**config.mk**
```make
export PLATFORM = sky130hd
export DESIGN_NAME = chimera_widemem_bypass_ctrl
export DESIGN_NICKNAME = d
export VERILOG_FILES = /design/src/rtl/chimera_widemem_bypass_ctrl.sv
export SDC_FILE = /design/constraint.sdc
export NUM_CORES = 1
export LEC_CHECK = 0
export ABC_AREA = 0
export CAP_MARGIN = 0
export CORE_MARGIN = 4
export CORE_UTILIZATION = 45
export CTS_CLUSTER_DIAMETER = 40
export DETAILED_ROUTE_END_ITERATION = 8
export PLACE_DENSITY = 0.72
export RECOVER_POWER = 25
export SYNTH_ARGS = -nofsm -noshare
export SYNTH_HDL_FRONTEND = slang
export SYNTH_SLANG_ARGS = --single-unit
```
**constraint.sdc**
```tcl
create_clock -name soc_clk_i -period 5.2 [get_ports soc_clk_i]
set_input_delay 1.56 -clock soc_clk_i [delete_from_list [all_inputs] [get_ports soc_clk_i]]
set_output_delay 1.56 -clock soc_clk_i [all_outputs]
set_load 0.05 [all_outputs]
```
**src/rtl/chimera_widemem_bypass_ctrl.sv**
```systemverilog
// chimera_widemem_bypass_ctrl: sequences wide-memory bypass mode switches by draining the wide AXI port,
// and limits outstanding AW/AR transactions.
module chimera_widemem_bypass_ctrl #(
    parameter int unsigned MaxOutstanding = 8,
    parameter int unsigned SettleCycles   = 4,
    parameter bit          BypassRstVal   = 1'b0,
    localparam int unsigned CntW          = $clog2(MaxOutstanding + 1)
) (
    input  logic            soc_clk_i,
    input  logic            rst_i,
    input  logic            bypass_req_i,
    output logic            bypass_o,
    output logic            busy_o,
    output logic            done_o,
    input  logic            mst_aw_valid_i,
    output logic            mst_aw_ready_o,
    output logic            slv_aw_valid_o,
    input  logic            slv_aw_ready_i,
    input  logic            mst_ar_valid_i,
    output logic            mst_ar_ready_o,
    output logic            slv_ar_valid_o,
    input  logic            slv_ar_ready_i,
    input  logic            b_valid_i,
    input  logic            b_ready_i,
    input  logic            r_valid_i,
    input  logic            r_ready_i,
    input  logic            r_last_i,
    output logic [CntW-1:0] aw_cnt_o,
    output logic [CntW-1:0] ar_cnt_o
);
    typedef enum logic [1:0] {IDLE, DRAIN, SWITCH, SETTLE} state_e;

    state_e          state_q, state_d;
    logic            bypass_q, bypass_d;
    logic            done_q, done_d;
    logic [7:0]      settle_q, settle_d;
    logic [CntW-1:0] aw_cnt_q, aw_cnt_d, ar_cnt_q, ar_cnt_d;
    logic            aw_hold_q, aw_hold_d, ar_hold_q, ar_hold_d;
    logic            aw_open, ar_open, aw_hs, ar_hs, b_hs, r_hs;

    assign b_hs = b_valid_i & b_ready_i;
    assign r_hs = r_valid_i & r_ready_i & r_last_i;

    // A stalled request keeps its channel open so valid is never withdrawn.
    assign aw_open = aw_hold_q | (state_q == IDLE && (aw_cnt_q < CntW'(MaxOutstanding) || b_hs));
    assign ar_open = ar_hold_q | (state_q == IDLE && (ar_cnt_q < CntW'(MaxOutstanding) || r_hs));

    assign slv_aw_valid_o = aw_open & mst_aw_valid_i;
    assign mst_aw_ready_o = aw_open & slv_aw_ready_i;
    assign slv_ar_valid_o = ar_open & mst_ar_valid_i;
    assign mst_ar_ready_o = ar_open & slv_ar_ready_i;

    assign aw_hs = slv_aw_valid_o & slv_aw_ready_i;
    assign ar_hs = slv_ar_valid_o & slv_ar_ready_i;

    always_comb begin
        aw_cnt_d  = aw_cnt_q;
        ar_cnt_d  = ar_cnt_q;
        aw_hold_d = slv_aw_valid_o & ~slv_aw_ready_i;
        ar_hold_d = slv_ar_valid_o & ~slv_ar_ready_i;
        if (aw_hs && !b_hs) aw_cnt_d = aw_cnt_q + CntW'(1);
        else if (!aw_hs && b_hs && aw_cnt_q != '0) aw_cnt_d = aw_cnt_q - CntW'(1);
        if (ar_hs && !r_hs) ar_cnt_d = ar_cnt_q + CntW'(1);
        else if (!ar_hs && r_hs && ar_cnt_q != '0) ar_cnt_d = ar_cnt_q - CntW'(1);
    end

    always_comb begin
        state_d  = state_q;
        bypass_d = bypass_q;
        settle_d = settle_q;
        done_d   = 1'b0;
        unique case (state_q)
            IDLE:   if (bypass_req_i != bypass_q) state_d = DRAIN;
            DRAIN: begin
                if (bypass_req_i == bypass_q) state_d = IDLE;
                else if (aw_cnt_q == '0 && ar_cnt_q == '0 && !aw_hold_q && !ar_hold_q) state_d = SWITCH;
            end
            SWITCH: begin
                bypass_d = ~bypass_q;
                settle_d = '0;
                state_d  = SETTLE;
            end
            SETTLE: begin
                settle_d = settle_q + 8'd1;
                if (settle_q == 8'(SettleCycles)) begin
                    state_d = IDLE;
                    done_d  = 1'b1;
                end
            end
            default: state_d = IDLE;
        endcase
    end

    always_ff @(posedge soc_clk_i) begin
        if (rst_i) begin
            state_q   <= IDLE;
            bypass_q  <= BypassRstVal;
            done_q    <= 1'b0;
            settle_q  <= '0;
            aw_cnt_q  <= '0;
            ar_cnt_q  <= '0;
            aw_hold_q <= 1'b0;
            ar_hold_q <= 1'b0;
        end else begin
            state_q   <= state_d;
            bypass_q  <= bypass_d;
            done_q    <= done_d;
            settle_q  <= settle_d;
            aw_cnt_q  <= aw_cnt_d;
            ar_cnt_q  <= ar_cnt_d;
            aw_hold_q <= aw_hold_d;
            ar_hold_q <= ar_hold_d;
        end
    end

    // Responses without a matching outstanding request are a protocol error.
    a_no_b_underflow: assert property (@(posedge soc_clk_i) disable iff (rst_i)
        !(b_hs && !aw_hs && aw_cnt_q == '0));
    a_no_r_underflow: assert property (@(posedge soc_clk_i) disable iff (rst_i)
        !(r_hs && !ar_hs && ar_cnt_q == '0));

    assign bypass_o = bypass_q;
    assign busy_o   = state_q != IDLE;
    assign done_o   = done_q;
    assign aw_cnt_o = aw_cnt_q;
    assign ar_cnt_o = ar_cnt_q;
endmodule

```
==> impl_results.md, run 1 <==
* Status: completed
* Synth top cells by count: 22 x dfxtp_1, 16 x nor2_1, 10 x nor2b_1
* Initial antenna violation count at 0
* WL final at 2530 microns
* Die Wd at 61.3 microns
* Period utilisation layout at 0.931
* Most used cell along the critical path: clkdlybuf4s50_1
* Fin area at 0.00158 sq mm
* Tightest slew margin relative to the limit at 0.488
* IO Port Bufs at 26
* DRT antenna net count at 0
* Post-DR wirelength/cell at 12.7 microns
* Proportion of layout cells with a drive suffix above 1 at 0.0655
* Drt pass-1 iters at 4
* # resized after CTS at 0
* GRT Util Overall at 0.158
* Worst hold-check path type: register to register
* Syn_area_per_cell at 9.01 sq um
* Max-slew violation count at 0
* Worst-Skew Late Latency at 0.30 ns
* Final Hold Vio Count at 0
* Vias per cell at 5.38
* Setup TNS at 0 ns
* Crit-path slowest cell: clkdlybuf4s50_1
* Setup crit end kind: output port
* H-Tree Depth at 1
* Setup CP Type: input port to output port
* Num rows at 19
* Multi-input gate area at 797 sq um
* Register area share after synthesis at 0.344
* Nets at 189
* Antenna cell count at 0
* Initial core utilization at 0.468
* DIE HEIGHT at 61.3 microns
* Max-cap violations at 0
* Yosys top cell area share at 0.344
* Wire length on met1 at 1200 microns
* CP arrival at 3.28 ns
* First-pass GRT wire length at 4550 microns
* Worst-path maximum fanout at 7
* Count leader, synth: dfxtp_1
* Pwr dens at 405 mW/mm^2
* IO Pins at 27
* Core region area at 0.00273 sq mm
* Clock-pin transition on the worst setup and hold timing paths at 0.12 ns
* Yosys reg bits at 22
* Vias in the first global route at 1065
* Dpl cells at 195
* Critical path launch point type: input port
* CP peak stage delay at 0.81 ns
* Number of synthesized flops with an enable pin at 0
* Minimum clock period at 4.84 ns
* Asr flop ratio synth at 0
* Setup Fix Bufs, Post-CTS at 0
* Cell Count, Final, Fillers Out at 199
* FMAX at 0.207 GHz
* Global route overflow at 0
* Leak at 0.615 nW
* Syn_nets at 162
* Largest cells by area after synthesis: dfxtp_1 34%, ha_1 5.9%, nor2b_1 4.9%, nor2_1 4.7%, mux2_1 3.5%
* Cells after Synth at 142
* CP Buf/Inv Count at 2
* Post-Synthesis Cell Area at 0.00128 sq mm
* Num CTS Buffers at 3
* Peak VDD IR at 0.248 mV
* Crit path cell chain: clkdlybuf4s50_1 > nand2_2 > a22o_1 > nor2b_1 > clkdlybuf4s50_1
* Storage cell area at 440 sq um
* Via count at 1071
* Post-synth top area cell: dfxtp_1
* CTS max path bufs at 2
* Synth-to-layout area growth at 23.9%
* Req. time, crit path at 3.64 ns
* Most used DFF post-synth: dfxtp_1
* Met2 Wirelength at 1210 microns
* # DRC at 0
* Critical path's top delay family: buffers and inverters
* Filler Cells Inserted at 261
* Setup Skew at 0.00469 ns
* Clk Tree Root Cell: clkbuf_4
* Worst-Margin Slew at 0.765 ns
* Clock tree sinks at 22
* Top routing layer in use: met4
* Largest net degree at the start of global routing at 24
* Setup Viol. Count Final at 0
* Placed Area at 0.00155 sq mm
* Starting DRT DRC Count at 15
* Detail Placement HPWL at 1930 microns
* Area of the die at 0.00376 sq mm
* Yosys cell types at 41
* CTS tree: done
* Synthesis Warnings at 0
* RSZ-0062 raised after global routing: false
* Met3 wire length at 105 microns
* GPL Wtd Cong at 0.793
* Hold buffers post-CTS at 0
-- worst paths after layout --
kind	startpoint	end	slack (ns)	cells after the start
setup / recovery	b_ready_i	mst_aw_ready_o	0.36	5
hold / removal	settle_q[1]	settle_q[1]	0.51	2
setup reg to reg	register	aw_cnt_o[3]	2.41	8
hold reg to reg	settle_q[1]	settle_q[1]	0.51	2
-- registers in the layout, summed over array words and instances, names as in the netlist, named ones only --
register	cells
done_o	1
ar_cnt_o	4
bypass_o	1
aw_hold_q	1
aw_cnt_o	4
settle_q	8
state_q	1
ar_hold_q	1
-- stage by stage --
step | hold slack (ns) | power [W] | util | worst slack, ns
2_1_floorplan | 0.472 | 0.000465 | - | 1.05
3_3_place_gp | 0.490 | 0.000544 | 0.566 | 0.375
3_5_place_dp | 0.497 | 0.000552 | 0.566 | 0.380
4_1_cts | 0.517 | 0.000650 | 0.579 | 0.358
5_1_grt | 0.560 | 0.000693 | 0.579 | 0.286
6_report | 0.513 | 0.000641 | 0.579 | 0.360
-- logic make-up after synthesis --
group	after synthesis	synth area share
and+or+nand+nor	63	0.263
muxes	9	0.0753
adders and majority gates	8	0.0900
DFF	22	0.344
buffers and inverters	9	0.0323
AOI/OAI and AO/OA	22	0.133
xor gates and xnor gates	9	0.0616
-- area by class of cell --
class                   instances  share of cell area
repair buffers                 26               0.160
flip-flops and latches         22               0.278
multi-input cells             111               0.503
well taps                      31              0.0245
clock buffers                   4              0.0229
inverters                       5              0.0118
-- routing by layer --
metal  GRT usage  vias to the layer above
met4      0.0526                        0
met1       0.209                      492
li1            -                      554
met5           0                        -
met3      0.0314                        2
met2       0.257                       23
-- report_power, final --
group	internal [W]	switching [W]
clock network	0.0000427	0.0000512
logic	0.000131	0.000192
registers	0.000190	0.0000338
-- cells in the final DEF, fill, tap and decap left out, types with 3 or more instances in the layout --
master / count
inv_1: 5
mux2i_1: 4
nand2_1: 6
mux2_1: 4
clkdlybuf4s50_1: 21
nor4_1: 3
xor2_1: 5
a21oi_1: 8
buf_4: 3
nand3_1: 6
nor3_1: 5
nand2b_1: 3
nor2b_1: 10
xnor2_1: 4
ha_1: 6
clkbuf_4: 3
nand4_1: 3
nor2_1: 16
dfxtp_1: 22
-- worst reg2reg max path: cells and delay by family, from the launching register on --
family	cells	cell delay, ns
AOI/OAI and AO/OA	3	0.94
and+or+nand+nor	2	0.51
DFF	1	0.47
muxes	2	0.46
adders and majority gates	1	0.32
No activity file was read; power rests on OpenSTA's default activity.
==> inputs of run 2 (changes only) <==
--- a/config.mk
+++ b/config.mk
@@ -7,7 +7,7 @@
 export LEC_CHECK = 0
 export ABC_AREA = 0
 export CAP_MARGIN = 0
-export CORE_MARGIN = 4
+export CORE_MARGIN = 5
 export CORE_UTILIZATION = 45
 export CTS_CLUSTER_DIAMETER = 40
 export DETAILED_ROUTE_END_ITERATION = 8
==> run 2 against run 1 <==
Against the previous run:
- critical path depth unchanged
- combinational power hardly changed
- global-route usage shrank 1.6 points
- core utilization is 0.60 points higher
- wire length increased by 4.2%
- critical path type unchanged
- critical endpoint unchanged
- largest cell class unchanged
==> impl_results.md, run 2 (synthesis results as in run 1) <==
* Minimum clock period at 4.85 ns (was 4.84 ns)
* # DRC at 0 (unchanged)
* Final Hold Vio Count at 0 (unchanged)
* IO Port Bufs at 26 (unchanged)
* Setup crit end kind: output port (unchanged)
* H-Tree Depth at 1 (unchanged)
* DIE HEIGHT at 63.3 microns (was 61.3 microns)
* Switching Share at 0.415 (was 0.433)
* GPL Wtd Cong at 0.783 (was 0.793)
* Setup Fix Bufs, Post-CTS at 0 (unchanged)
* Worst-Skew Late Latency at 0.32 ns (was 0.30 ns)
* FMAX at 0.206 GHz (was 0.207 GHz)
* Nets at 189 (unchanged)
* Dpl cells at 195 (unchanged)
* Clock tree sinks at 22 (unchanged)
* Req. time, crit path at 3.64 ns (about the same)
* Tightest slew margin relative to the limit at 0.480 (was 0.488)
* Setup CP Type: input port to output port (unchanged)
* Hold buffers post-CTS at 0 (unchanged)
* Filler Cells Inserted at 238 (was 261)
* Max-cap violations at 0 (unchanged)
* Cell Count, Final, Fillers Out at 199 (unchanged)
* Setup Viol. Count Final at 0 (unchanged)
* CP arrival at 3.29 ns (was 3.28 ns)
* Starting DRT DRC Count at 44 (was 15)
* Global route overflow at 0 (unchanged)
* CTS max path bufs at 2 (unchanged)
* Vias in the first global route at 1146 (was 1065)
* Worst-Margin Slew at 0.777 ns (was 0.765 ns)
* Max-slew violation count at 0 (unchanged)
* Via count at 1108 (was 1071)
* Core region area at 0.00273 sq mm (unchanged)
* Clock-pin transition on the worst setup and hold timing paths at 0.12 ns (about the same)
* Worst-path maximum fanout at 7 (unchanged)
* Clock power frac at 0.196 (was 0.146)
* Most frequent cells in the layout: 22 x dfxtp_1, 22 x clkdlybuf4s50_1, 16 x nor2_1 (was 22 x dfxtp_1, 21 x clkdlybuf4s50_1, 16 x nor2_1)
* Initial core utilization at 0.468 (unchanged)
* Num rows at 19 (unchanged)
* Hold Crit Depth at 2 (unchanged)
* Antenna cell count at 0 (unchanged)
* Most flops, register: settle_q (unchanged)
* Die Wd at 63.3 microns (was 61.3 microns)
* Proportion of layout cells with a drive suffix above 1 at 0.0655 (unchanged)
* Largest net degree at the start of global routing at 24 (unchanged)
* Setup TNS at 0 ns (unchanged)
* Reg power frac at 0.329 (was 0.350)
* Area of the die at 0.00401 sq mm (was 0.00376 sq mm)
* Critical path launch point type: input port (unchanged)
* Gate power share at 0.475 (was 0.504)
* Status: completed (unchanged)
* Peak VDD IR at 0.281 mV (was 0.248 mV)
* First-pass GRT wire length at 4740 microns (was 4550 microns)
* DRT antenna net count at 0 (unchanged)
* Clk Tree Root Cell: clkbuf_4 (unchanged)
* Max reg flops at 8 (unchanged)
* Drt pass-1 iters at 4 (unchanged)
* IO Pins at 27 (unchanged)
* CTS tree: done (unchanged)
* Detail Placement HPWL at 2010 microns (was 1930 microns)
* Setup Skew at 0.0115 ns (was 0.00469 ns)
* RSZ-0062 raised after global routing: false (unchanged)
* Leak at 0.621 nW (was 0.615 nW)
* WL final at 2630 microns (was 2530 microns)
* Post-DR wirelength/cell at 13.2 microns (was 12.7 microns)
* # resized after CTS at 0 (unchanged)
* Vias per cell at 5.57 (was 5.38)
* Switch Pwr at 0.000283 W (was 0.000277 W)
* Pwr dens at 427 mW/mm^2 (was 405 mW/mm^2)
* Int Pwr at 0.000399 W (was 0.000364 W)
* Worst hold-check path type: register to register (unchanged)
* Initial antenna violation count at 0 (unchanged)
* Period utilisation layout at 0.933 (was 0.931)
* Num CTS Buffers at 3 (unchanged)
* Synth-to-layout area growth at 25.1% (was 23.9%)
* Worst Reg-to-Reg Cells at 8 (unchanged)
* GRT Util Overall at 0.142 (was 0.158)
[run 2: final timing paths]
path	startpoint	end	slack, ns
setup / recovery	b_valid_i	mst_aw_ready_o	0.35
hold reg to reg	settle_q[1]	settle_q[1]	0.52
hold / removal	settle_q[1]	settle_q[1]	0.52
setup reg to reg	register	aw_cnt_o[3]	2.39
[run 2: through the flow]
stage / total power, W / setup WS, ns / cell area (sq um) / utilization / hold slack, ns
floorplan: 0.000465 / 1.05 / 1280 / - / 0.472
global placement: 0.000544 / 0.376 / 1550 / 0.566 / 0.490
detailed placement: 0.000553 / 0.364 / 1550 / 0.566 / 0.504
CTS: 0.000688 / 0.343 / 1600 / 0.585 / 0.523
global route: 0.000725 / 0.280 / 1600 / 0.585 / 0.556
finish: 0.000683 / 0.347 / 1600 / 0.585 / 0.521
[run 2: layout make-up]
class,count,area [sq um],area share
Multi-Input combinational cell,111,797,0.498
Sequential cell,22,440,0.275
Timing Repair Buffer,26,253,0.158
Tap cell,31,38.8,0.0242
Clock inverter,1,30.0,0.0188
Clock buffer,3,22.5,0.0141
Inverter,5,18.8,0.0117
[run 2: worst max-delay path: stages]
cell and delay, ns:
clkdlybuf4s50_1 0.47, nand2_2 0.12, a22o_1 0.22, nor2b_1 0.11, clkdlybuf4s50_1 0.81
[run 2: power by group through the flow]
stage	Combinational [W]	Sequential [W]	Clock (W)
floorplan	0.000188	0.000277	0
global placement	0.000317	0.000227	0
detailed placement	0.000325	0.000228	0
CTS	0.000327	0.000225	0.000136
global route	0.000352	0.000230	0.000142
finish	0.000325	0.000225	0.000134
[run 2: per-layer routing]
layer,track usage,vias up,wire [microns]
met5,0,-,0
met4,0.0545,0,26
met3,0.0266,4,121
met2,0.253,28,1250
met1,0.167,519,1230
li1,-,557,-
==> inputs of run 3 (changes only) <==
--- a/config.mk
+++ b/config.mk
@@ -6,6 +6,7 @@
 export NUM_CORES = 1
 export LEC_CHECK = 0
 export ABC_AREA = 0
+export ABC_CLOCK_PERIOD_IN_PS = 5200
 export CAP_MARGIN = 0
 export CORE_MARGIN = 5
 export CORE_UTILIZATION = 45
==> results of run 3 <==
Same layout as run 2: the final DEF is identical, and so are final timing and power.
